--- src/rtl/multdiv.sv ---
// Sequential signed multiply/divide unit: 32-cycle shift-add multiply and
// restoring divide, one-cycle completion pulse, restartable at any time.
module multdiv #(
  parameter int WIDTH = 32
) (
  input  logic             clock,
  input  logic             reset,
  input  logic             ctrl_MULT,
  input  logic             ctrl_DIV,
  input  logic [WIDTH-1:0] data_operandA,
  input  logic [WIDTH-1:0] data_operandB,
  output logic [WIDTH-1:0] data_result,
  output logic             data_exception,
  output logic             data_resultRDY
);

  typedef enum logic [1:0] {IDLE, MUL, DIV, DONE} state_t;

  state_t                    r_state;
  state_t                    w_next;
  logic [5:0]                r_cnt;
  logic signed [2*WIDTH-1:0] r_acc;
  logic signed [2*WIDTH-1:0] r_mcand;
  logic [WIDTH-1:0]          r_mplier;
  logic [WIDTH-1:0]          r_rem;
  logic [WIDTH-1:0]          r_quo;
  logic [WIDTH-1:0]          r_dvsr;
  logic                      r_neg;
  logic                      r_dz;
  logic [WIDTH-1:0]          r_result;
  logic                      r_exc;

  logic                      w_start;
  logic                      w_last;
  logic signed [2*WIDTH-1:0] w_addend;
  logic [WIDTH:0]            w_rem_sh;
  logic [WIDTH:0]            w_diff;

  function automatic logic [WIDTH-1:0] f_abs(input logic [WIDTH-1:0] v);
    return v[WIDTH-1] ? -v : v;
  endfunction

  function automatic logic f_mul_ovf(input logic signed [2*WIDTH-1:0] p);
    return p[2*WIDTH-1:WIDTH] != {WIDTH{p[WIDTH-1]}};
  endfunction

  function automatic logic [WIDTH-1:0] f_div_res(input logic [WIDTH-1:0] q,
                                                 input logic neg);
    return neg ? -q : q;
  endfunction

  // Only a positive quotient can exceed the signed range (min / -1).
  function automatic logic f_div_ovf(input logic [WIDTH-1:0] q, input logic neg);
    return !neg && q[WIDTH-1];
  endfunction

  assign w_start  = ctrl_MULT | ctrl_DIV;
  assign w_last   = (r_cnt == 6'(WIDTH));
  // Top multiplier bit carries negative weight in two's complement.
  assign w_addend = (r_cnt == 6'(WIDTH-1)) ? -r_mcand : r_mcand;
  assign w_rem_sh = {r_rem, r_quo[WIDTH-1]};
  assign w_diff   = w_rem_sh - {1'b0, r_dvsr};

  always_comb begin
    w_next = r_state;
    case (r_state)
      IDLE: w_next = IDLE;
      MUL:  if (w_last) w_next = DONE;
      DIV:  if (r_dz || w_last) w_next = DONE;
      DONE: w_next = IDLE;
      default: w_next = IDLE;
    endcase
    if (w_start) w_next = ctrl_MULT ? MUL : DIV;
  end

  always_ff @(posedge clock) begin
    if (reset) begin
      r_state <= IDLE;
      r_cnt   <= '0;
    end else begin
      r_state <= w_next;
      if (w_start)
        r_cnt <= '0;
      else if ((r_state == MUL || r_state == DIV) && !w_last)
        r_cnt <= r_cnt + 6'd1;
    end
  end

  always_ff @(posedge clock) begin
    if (w_start) begin
      r_acc    <= '0;
      r_mcand  <= {{WIDTH{data_operandA[WIDTH-1]}}, data_operandA};
      r_mplier <= data_operandB;
      r_rem    <= '0;
      r_quo    <= f_abs(data_operandA);
      r_dvsr   <= f_abs(data_operandB);
      r_neg    <= data_operandA[WIDTH-1] ^ data_operandB[WIDTH-1];
      r_dz     <= (data_operandB == '0);
    end else if (r_state == MUL && !w_last) begin
      if (r_mplier[0]) r_acc <= r_acc + w_addend;
      r_mcand  <= r_mcand <<< 1;
      r_mplier <= r_mplier >> 1;
    end else if (r_state == DIV && !w_last && !r_dz) begin
      if (!w_diff[WIDTH]) begin
        r_rem <= w_diff[WIDTH-1:0];
        r_quo <= {r_quo[WIDTH-2:0], 1'b1};
      end else begin
        r_rem <= w_rem_sh[WIDTH-1:0];
        r_quo <= {r_quo[WIDTH-2:0], 1'b0};
      end
    end
  end

  always_ff @(posedge clock) begin
    if (reset || w_start) begin
      r_result <= '0;
      r_exc    <= 1'b0;
    end else if (r_state == MUL && w_last) begin
      r_result <= r_acc[WIDTH-1:0];
      r_exc    <= f_mul_ovf(r_acc);
    end else if (r_state == DIV && r_dz) begin
      r_result <= '0;
      r_exc    <= 1'b1;
    end else if (r_state == DIV && w_last) begin
      r_result <= f_div_res(r_quo, r_neg);
      r_exc    <= f_div_ovf(r_quo, r_neg);
    end
  end

  assign data_result    = r_result;
  assign data_exception = r_exc;
  assign data_resultRDY = (r_state == DONE);

endmodule

--- config.mk ---
export PLATFORM = sky130hd
export DESIGN_NAME = multdiv
export DESIGN_NICKNAME = d
export VERILOG_FILES = /design/src/rtl/multdiv.sv
export SDC_FILE = /design/constraint.sdc
export NUM_CORES = 1
export LEC_CHECK = 0
export CAP_MARGIN = 10
export CORE_MARGIN = 3
export CORE_UTILIZATION = 28
export CTS_CLUSTER_DIAMETER = 200
export DETAILED_ROUTE_END_ITERATION = 10
export MAX_ROUTING_LAYER = met4
export PLACE_DENSITY_LB_ADDON = 0.2
export SLEW_MARGIN = 5
export SYNTH_ARGS = -nofsm -noshare
export SYNTH_HDL_FRONTEND = slang
export SYNTH_SLANG_ARGS = --single-unit
--- constraint.sdc ---
create_clock -name clock -period 16.5 [get_ports clock]
set_input_delay 3.3 -clock clock [delete_from_list [all_inputs] [get_ports clock]]
set_output_delay 3.3 -clock clock [all_outputs]
set_load 0.05 [all_outputs]
==> impl_results.md <==
* Synth Register Bits at 299
* Post-layout min period at 6.71 ns
* Ys async rst share at 0%
* Setup_tns at 0 ns
* DRT Pass-1 Iters at 5
* Syn Nets at 2,614
* Yosys cell types at 69
* Max clock buf depth at 3
* Via/cell ratio at 5.12
* I/O pin count at 102
* Largest family of logic cells by synthesized area: compound AO/OA/AOI/OAI gates
* Seq pwr share at 41.3%
* Design Area, Final at 23,600 um2
* Slew headroom at 38.3%
* Status: completed
* Via count at 17,800
* Nets at 2,664
* Post-synthesis mux area share at 0.154%
* GP Congestion at 0.878
* Gate power share at 17.8%
* Final HPWL DP at 46,200 um
* Main flop type after synthesis: edfxtp_1
* Synth Area in XOR/XNOR at 9.85%
* Top post-synthesis cells by area: edfxtp_1 24%, dfxtp_1 14%, nand2_1 8.4%, ha_1 6.6%, xnor2_1 6.0%
* Drc violations at 0
* Largest net degree at the start of global routing at 199
* Yosys top cell by area: edfxtp_1
* P_int at 1540 uW
* CP most frequent cell: or4_1
* Max Fanout on Critical Path at 5
* Post-DP Area at 22,300 um2
* CTS Buf Count at 39
* Initial DRC count at 1,169
* Static leakage power at 0.00924 uW
* Sequential share of the synthesized area at 37.5%
* Area of the multi-input gates at 12,000 um2
* TritonCTS Sinks at 299
* Synthesis Warnings at 0
* Critical Path Start Type: input port
* Post-synth top area share at 24.0%
* DRT Wirelength at 62,500 um
* Row count at 98
* Netlist Area Pre-Place at 20,300 um2
* # fillers at 7,579
* Width of the die at 275 um
* Fin. Hold Viols at 0
* Net Switching at 637 uW
* Final period utilization at 40.7%
* Synth Area in Compound Gates at 22.3%
* Top cells by count, synth: 456 x nand2_1, 193 x a21oi_1, 184 x o21ai_0
* Setup CP Type: in2reg
* Worst path cell trace: clkdlybuf4s50_1, nor3_2, nand4_1, or2_2, or4_1, or4_1, or4_1, or4_4, o21ai_1, xor2_1, o21ai_0
* Number of synthesized flops with an enable pin at 162
* DIE AREA at 75,700 um2
* WP data arrival at 6.97 ns
* Endpoint type of the worst setup path: register
* Share of cells above drive strength 1 at 4.77%
* H-Tree Depth at 2
* Adder-Cell Fraction of Synth Area at 6.80%
* Syn Inst Count at 2,437
* Post-route ant nets at 0
* TritonCTS clock tree: yes
* Die extent in y at 275 um
* Max Cap Viol at 0
* Simple-gate share of the synthesized area at 19.8%
* Endpoints failing setup at 0
* Post-CTS setup buffer count at 0
* Critical path's slowest cell: clkdlybuf4s50_1
* Core Box Area at 71,600 um2
* Clock slew at reported path FFs at 0.06 ns
* Switching share of total power at 29.3%
* Initial antenna violation count at 6
* RSZ-0062 raised after global routing: false
* Overflow after GRT at 0
* Hold_buf cts at 0
* Max Slew Vio Count at 0
* Syn_area_per_cell at 8.32 um2
* Vias in the first global route at 17,500
* First-pass GRT wire length at 98,400 um
* Post_cts resized at 0
* Most frequent cell after synthesis: nand2_1
* Hold/Removal Path Class: reg2reg
* Root Buffer: clkbuf_16
* Maximum clock rate at 149 MHz
* Register area at 7610 um2
* PortBufs at 101
* Pwr dens at 92.2 nW/um2
* Crit-path leading delay family: simple AND/OR/NAND/NOR gates
* Post-route clock skew at 0.0152 ns
* Wire per inst at 18.0 um
* Initial Util at 28.3%
* Area Growth Syn to Fin at 16.5%
* Crit path buf inv count at 1
* Worst skew pair latency at 0.56 ns
* Worst-Margin Slew at 0.925 ns
* Clock Power Share at 40.9%
* Worst vdd ir at 0.0000588 V
* Worst EP required at 16.77 ns
* CP max stage delay at 0.49 ns
* Total GRT Usage at 16.8%
* End-of-flow core utilization at 33.0%
-- power groups by stage --
stage,combinational [uW],clock (uW),sequential [uW]
floorplan,263,0,899
global placement,385,0,912
detailed placement,387,0,914
CTS,389,920,899
global route,432,944,906
finish,388,890,900
-- kinds of logic (layout without fill, tap and decap cells) --
family	Yosys count	count (layout)
AND/OR/NAND/NOR	886	886
AO/OA/AOI/OAI	720	720
flip-flops	299	299
XOR/XNOR	228	228
buffers and inverters	192	272
adder cells (fa/ha/maj)	109	109
multiplexers	3	3
other	0	5
-- worst paths after layout --
path	start	slack (ns)	cells after the start	to
hold reg to reg	r_acc[19]	0.48	2	r_acc[19]
hold / removal	r_acc[19]	0.48	2	r_acc[19]
setup reg to reg	r_mcand[4]	10.11	20	r_acc[59]
setup / recovery	data_operandA[3]	9.79	11	r_quo[30]
-- stage by stage --
stage	std cells	hold slack [ns]	power, uW	worst slack (ns)
2_1_floorplan	2437	0.450	1160	9.75
3_3_place_gp	3395	0.462	1300	9.25
3_5_place_dp	3395	0.466	1300	9.23
4_1_cts	3466	0.475	2210	9.82
5_1_grt	3472	0.494	2280	9.64
6_report	3472	0.476	2180	9.79
-- per-layer routing --
metal  GRT usage (%)  vias up  wire length [um]
li1                -     8913                 -
met1            21.9     8422             29600
met2            27.2      343             29100
met3            2.49       90              2490
met4            4.35        0              1370
met5               -        -                 0
-- layout make-up --
cell class,instances,share of cell area [%]
Antenna cell,5,0.0530
Tap cell,950,5.03
Sequential cell,299,32.2
Inverter,77,1.23
Clock buffer,50,4.61
Multi-Input combinational cell,1946,50.8
Clock inverter,21,0.990
Timing Repair Buffer,124,5.10
-- cells in the final DEF (no fill, tap or decap), drive strengths merged, types with 5 or more instances in the layout --
cell type      count
nor2b              9
dfxtp            137
nand2            456
clkbuf            50
xor2              90
nor2             146
diode              5
inv               78
nor3              48
ha               107
edfxtp           162
o211ai            12
or3               19
nand2b            30
or4               28
o31ai             41
o21ai            188
a21oi            193
nor4              17
a21boi             7
o41ai             23
o21bai            14
a31oi             36
a22oi             32
a21o              82
and3              16
buf               23
o21a              11
and2              12
a211oi            45
or2               15
a221oi             6
xnor2            138
clkinv            13
clkdlybuf4s50    101
bufinv             5
nand4             26
nand3             46
-- state kept, by name, summed over array words and instances (netlist names), 2 cells and up --
signal and cells:
r_acc 64, r_mcand 64, data_result 32, r_dvsr 32, r_mplier 32, r_quo 32
r_rem 32, r_cnt 6, r_state 2
-- worst register-to-register path: cells and delay by family (launching register included) --
family | cells | cell delay [ns]
xor+xnor | 1 | 0.21
mux | 1 | 0.15
simple gates | 13 | 4.05
compound gates | 3 | 0.97
fa+ha+maj | 1 | 0.40
flops | 1 | 0.44
buf+inv | 1 | 0.06
Note: power is estimated with default switching activity, not from simulation.
==> patch, RTL diff (same settings) <==
Change the parameter `WIDTH` from 32 to 28.
--- a/src/rtl/multdiv.sv
+++ b/src/rtl/multdiv.sv
@@ -1,7 +1,7 @@
 // Sequential signed multiply/divide unit: 32-cycle shift-add multiply and
 // restoring divide, one-cycle completion pulse, restartable at any time.
 module multdiv #(
-  parameter int WIDTH = 32
+  parameter int WIDTH = 28
 ) (
   input  logic             clock,
   input  logic             reset,
Ports: changed (resized data_operandA, data_operandB and data_result); port bits go from 102 to 90. No check against the original RTL was run, so the function may have changed too.
==> patch against the unedited design <==
- sequential cell count down 36
- worst setup slack better by 640 ps
- count of clock-buffer cells in the layout down 4
- largest power group unchanged
- critical path depth down 3
- final area down 12%
- total power down 14%
- area after synthesis down 12%
- highest routed layer unchanged
- routed wire length down 15%
==> patch: results (changes against the unedited design) <==
.. list-table::
   :header-rows: 1

   * - Metric
     - Value
   * - Count of routing violations after the opening detailed-route iteration
     - 779 (was 1169)
   * - Run status
     - finished, final reports clean (unchanged)
   * - Total number of vias
     - 15300 (was 17800)
   * - Static power due to leakage
     - 8.12 nW (was 9.24 nW)
   * - Cell types with the highest counts after synthesis
     - 347 x sky130_fd_sc_hd__nand2_1, 143 x sky130_fd_sc_hd__a21oi_1, 142 x sky130_fd_sc_hd__edfxtp_1 (was 456 x sky130_fd_sc_hd__nand2_1, 193 x sky130_fd_sc_hd__a21oi_1, 184 x sky130_fd_sc_hd__o21ai_0)
   * - Fraction of the mapped netlist area in compound gates
     - 20.2% (was 22.3%)
   * - HP Start
     - r_acc[17]$_SDFFE_PN0P_ (was r_acc[19]$_SDFFE_PN0P_)
   * - R2R Path Start
     - r_mcand[3]$_DFFE_PP_ (was r_mcand[4]$_DFFE_PP_)
   * - Worst reg2reg setup slack
     - 10970 ps (was 10110 ps)
   * - Post-synthesis share of cell area spent on xor and xnor gates
     - 9.67% (was 9.85%)
   * - Global placer's final weighted congestion
     - 0.875 (was 0.878)
   * - Initial antenna violation count
     - 8 (was 6)
   * - Worst reg-to-reg path cell count
     - 16 (was 20)
   * - Gr usage total
     - 16.1% (was 16.8%)
   * - Share of cell area taken by muxes after synthesis
     - 1.42% (was 0.154%)
   * - CTS resizes
     - 0 (unchanged)
   * - Cts bufs inserted
     - 35 (was 39)
   * - Minimum clock period
     - 6060 ps (was 6710 ps)
   * - Routed wire per std cell
     - 17.5 microns (was 18.0 microns)
   * - Max IR drop VDD
     - 0.0645 mV (was 0.0588 mV)
   * - Number of enable-type register cells in the synthesized netlist
     - 142 (was 162)
   * - Timing startpoint of the critical path
     - data_operandB[7] (was data_operandA[3])
   * - Detailed placer's ending HPWL
     - 38800 microns (was 46200 microns)
   * - Maximum number of pins on one net before global-route repair
     - 188 (was 199)
   * - Wire length of the first global-routing pass
     - 84000 microns (was 98400 microns)
   * - Setup clock skew after layout
     - 27.9 ps (was 15.2 ps)
   * - Post-Synth Adder-Cell Area
     - 7.13% (was 6.80%)
   * - Number of fill cells in the layout
     - 6601 (was 7579)
   * - CP Data Arrival Time
     - 6350 ps (was 6970 ps)
   * - Sequential cell area fraction in the yosys report
     - 37.3% (was 37.5%)
   * - Worst slew slack as a fraction of its limit
     - 22.4% (was 38.3%)
   * - Worst Path Max Fanout
     - 4 (was 5)
## patch: metrics by stage
step | total power, W | util [%] | std cells | cell area, sq um
2_1_floorplan | 0.00102 | - | 2116 | 17900
3_3_place_gp | 0.00112 | 31.1 | 2960 | 19700
3_5_place_dp | 0.00112 | 31.1 | 2960 | 19700
4_1_cts | 0.00190 | 32.9 | 3022 | 20800
5_1_grt | 0.00196 | 32.9 | 3030 | 20800
6_report | 0.00187 | 32.9 | 3030 | 20800
## patch: cell type report
type / instances / area share, %
multi-input cells: 1677 / 51.2
flip-flops and latches: 263 / 32.2
clock inverters: 16 / 0.801
diodes: 8 / 0.0963
repair buffers: 104 / 4.89
inverters: 70 / 1.28
clock buffers: 46 / 4.46
well taps: 846 / 5.09
## patch: critical path, cell delays in order
cell                              delay (ps)
sky130_fd_sc_hd__clkdlybuf4s50_1         480
sky130_fd_sc_hd__nor4_1                  580
sky130_fd_sc_hd__nand3_1                 210
sky130_fd_sc_hd__or3_1                   440
sky130_fd_sc_hd__or4_1                   510
sky130_fd_sc_hd__or4_1                   470
sky130_fd_sc_hd__o31ai_1                 270
sky130_fd_sc_hd__xnor2_1                  90
## patch: path summary, 6_finish.rpt
path / endpoint
worst max-delay path: r_dvsr[25]$_DFFE_PN_
worst min-delay path: r_acc[17]$_SDFFE_PN0P_
worst max register to register: r_acc[48]$_SDFFE_PN0P_
worst min register to register: r_acc[17]$_SDFFE_PN0P_
## patch: report_power, final
| group | total [W] | switching, W | internal, W |
|---|---|---|---|
| clock | 0.000756 | 0.000312 | 0.000444 |
| combinational | 0.000318 | 0.000195 | 0.000123 |
| sequential | 0.000793 | 0.0000460 | 0.000747 |
## patch: layer usage
layer  GRT usage (%)  wire length (microns)
met5               -                      0
met1            21.4                  25300
met2            25.2                  24000
met4            3.39                    995
met3            3.46                   2870
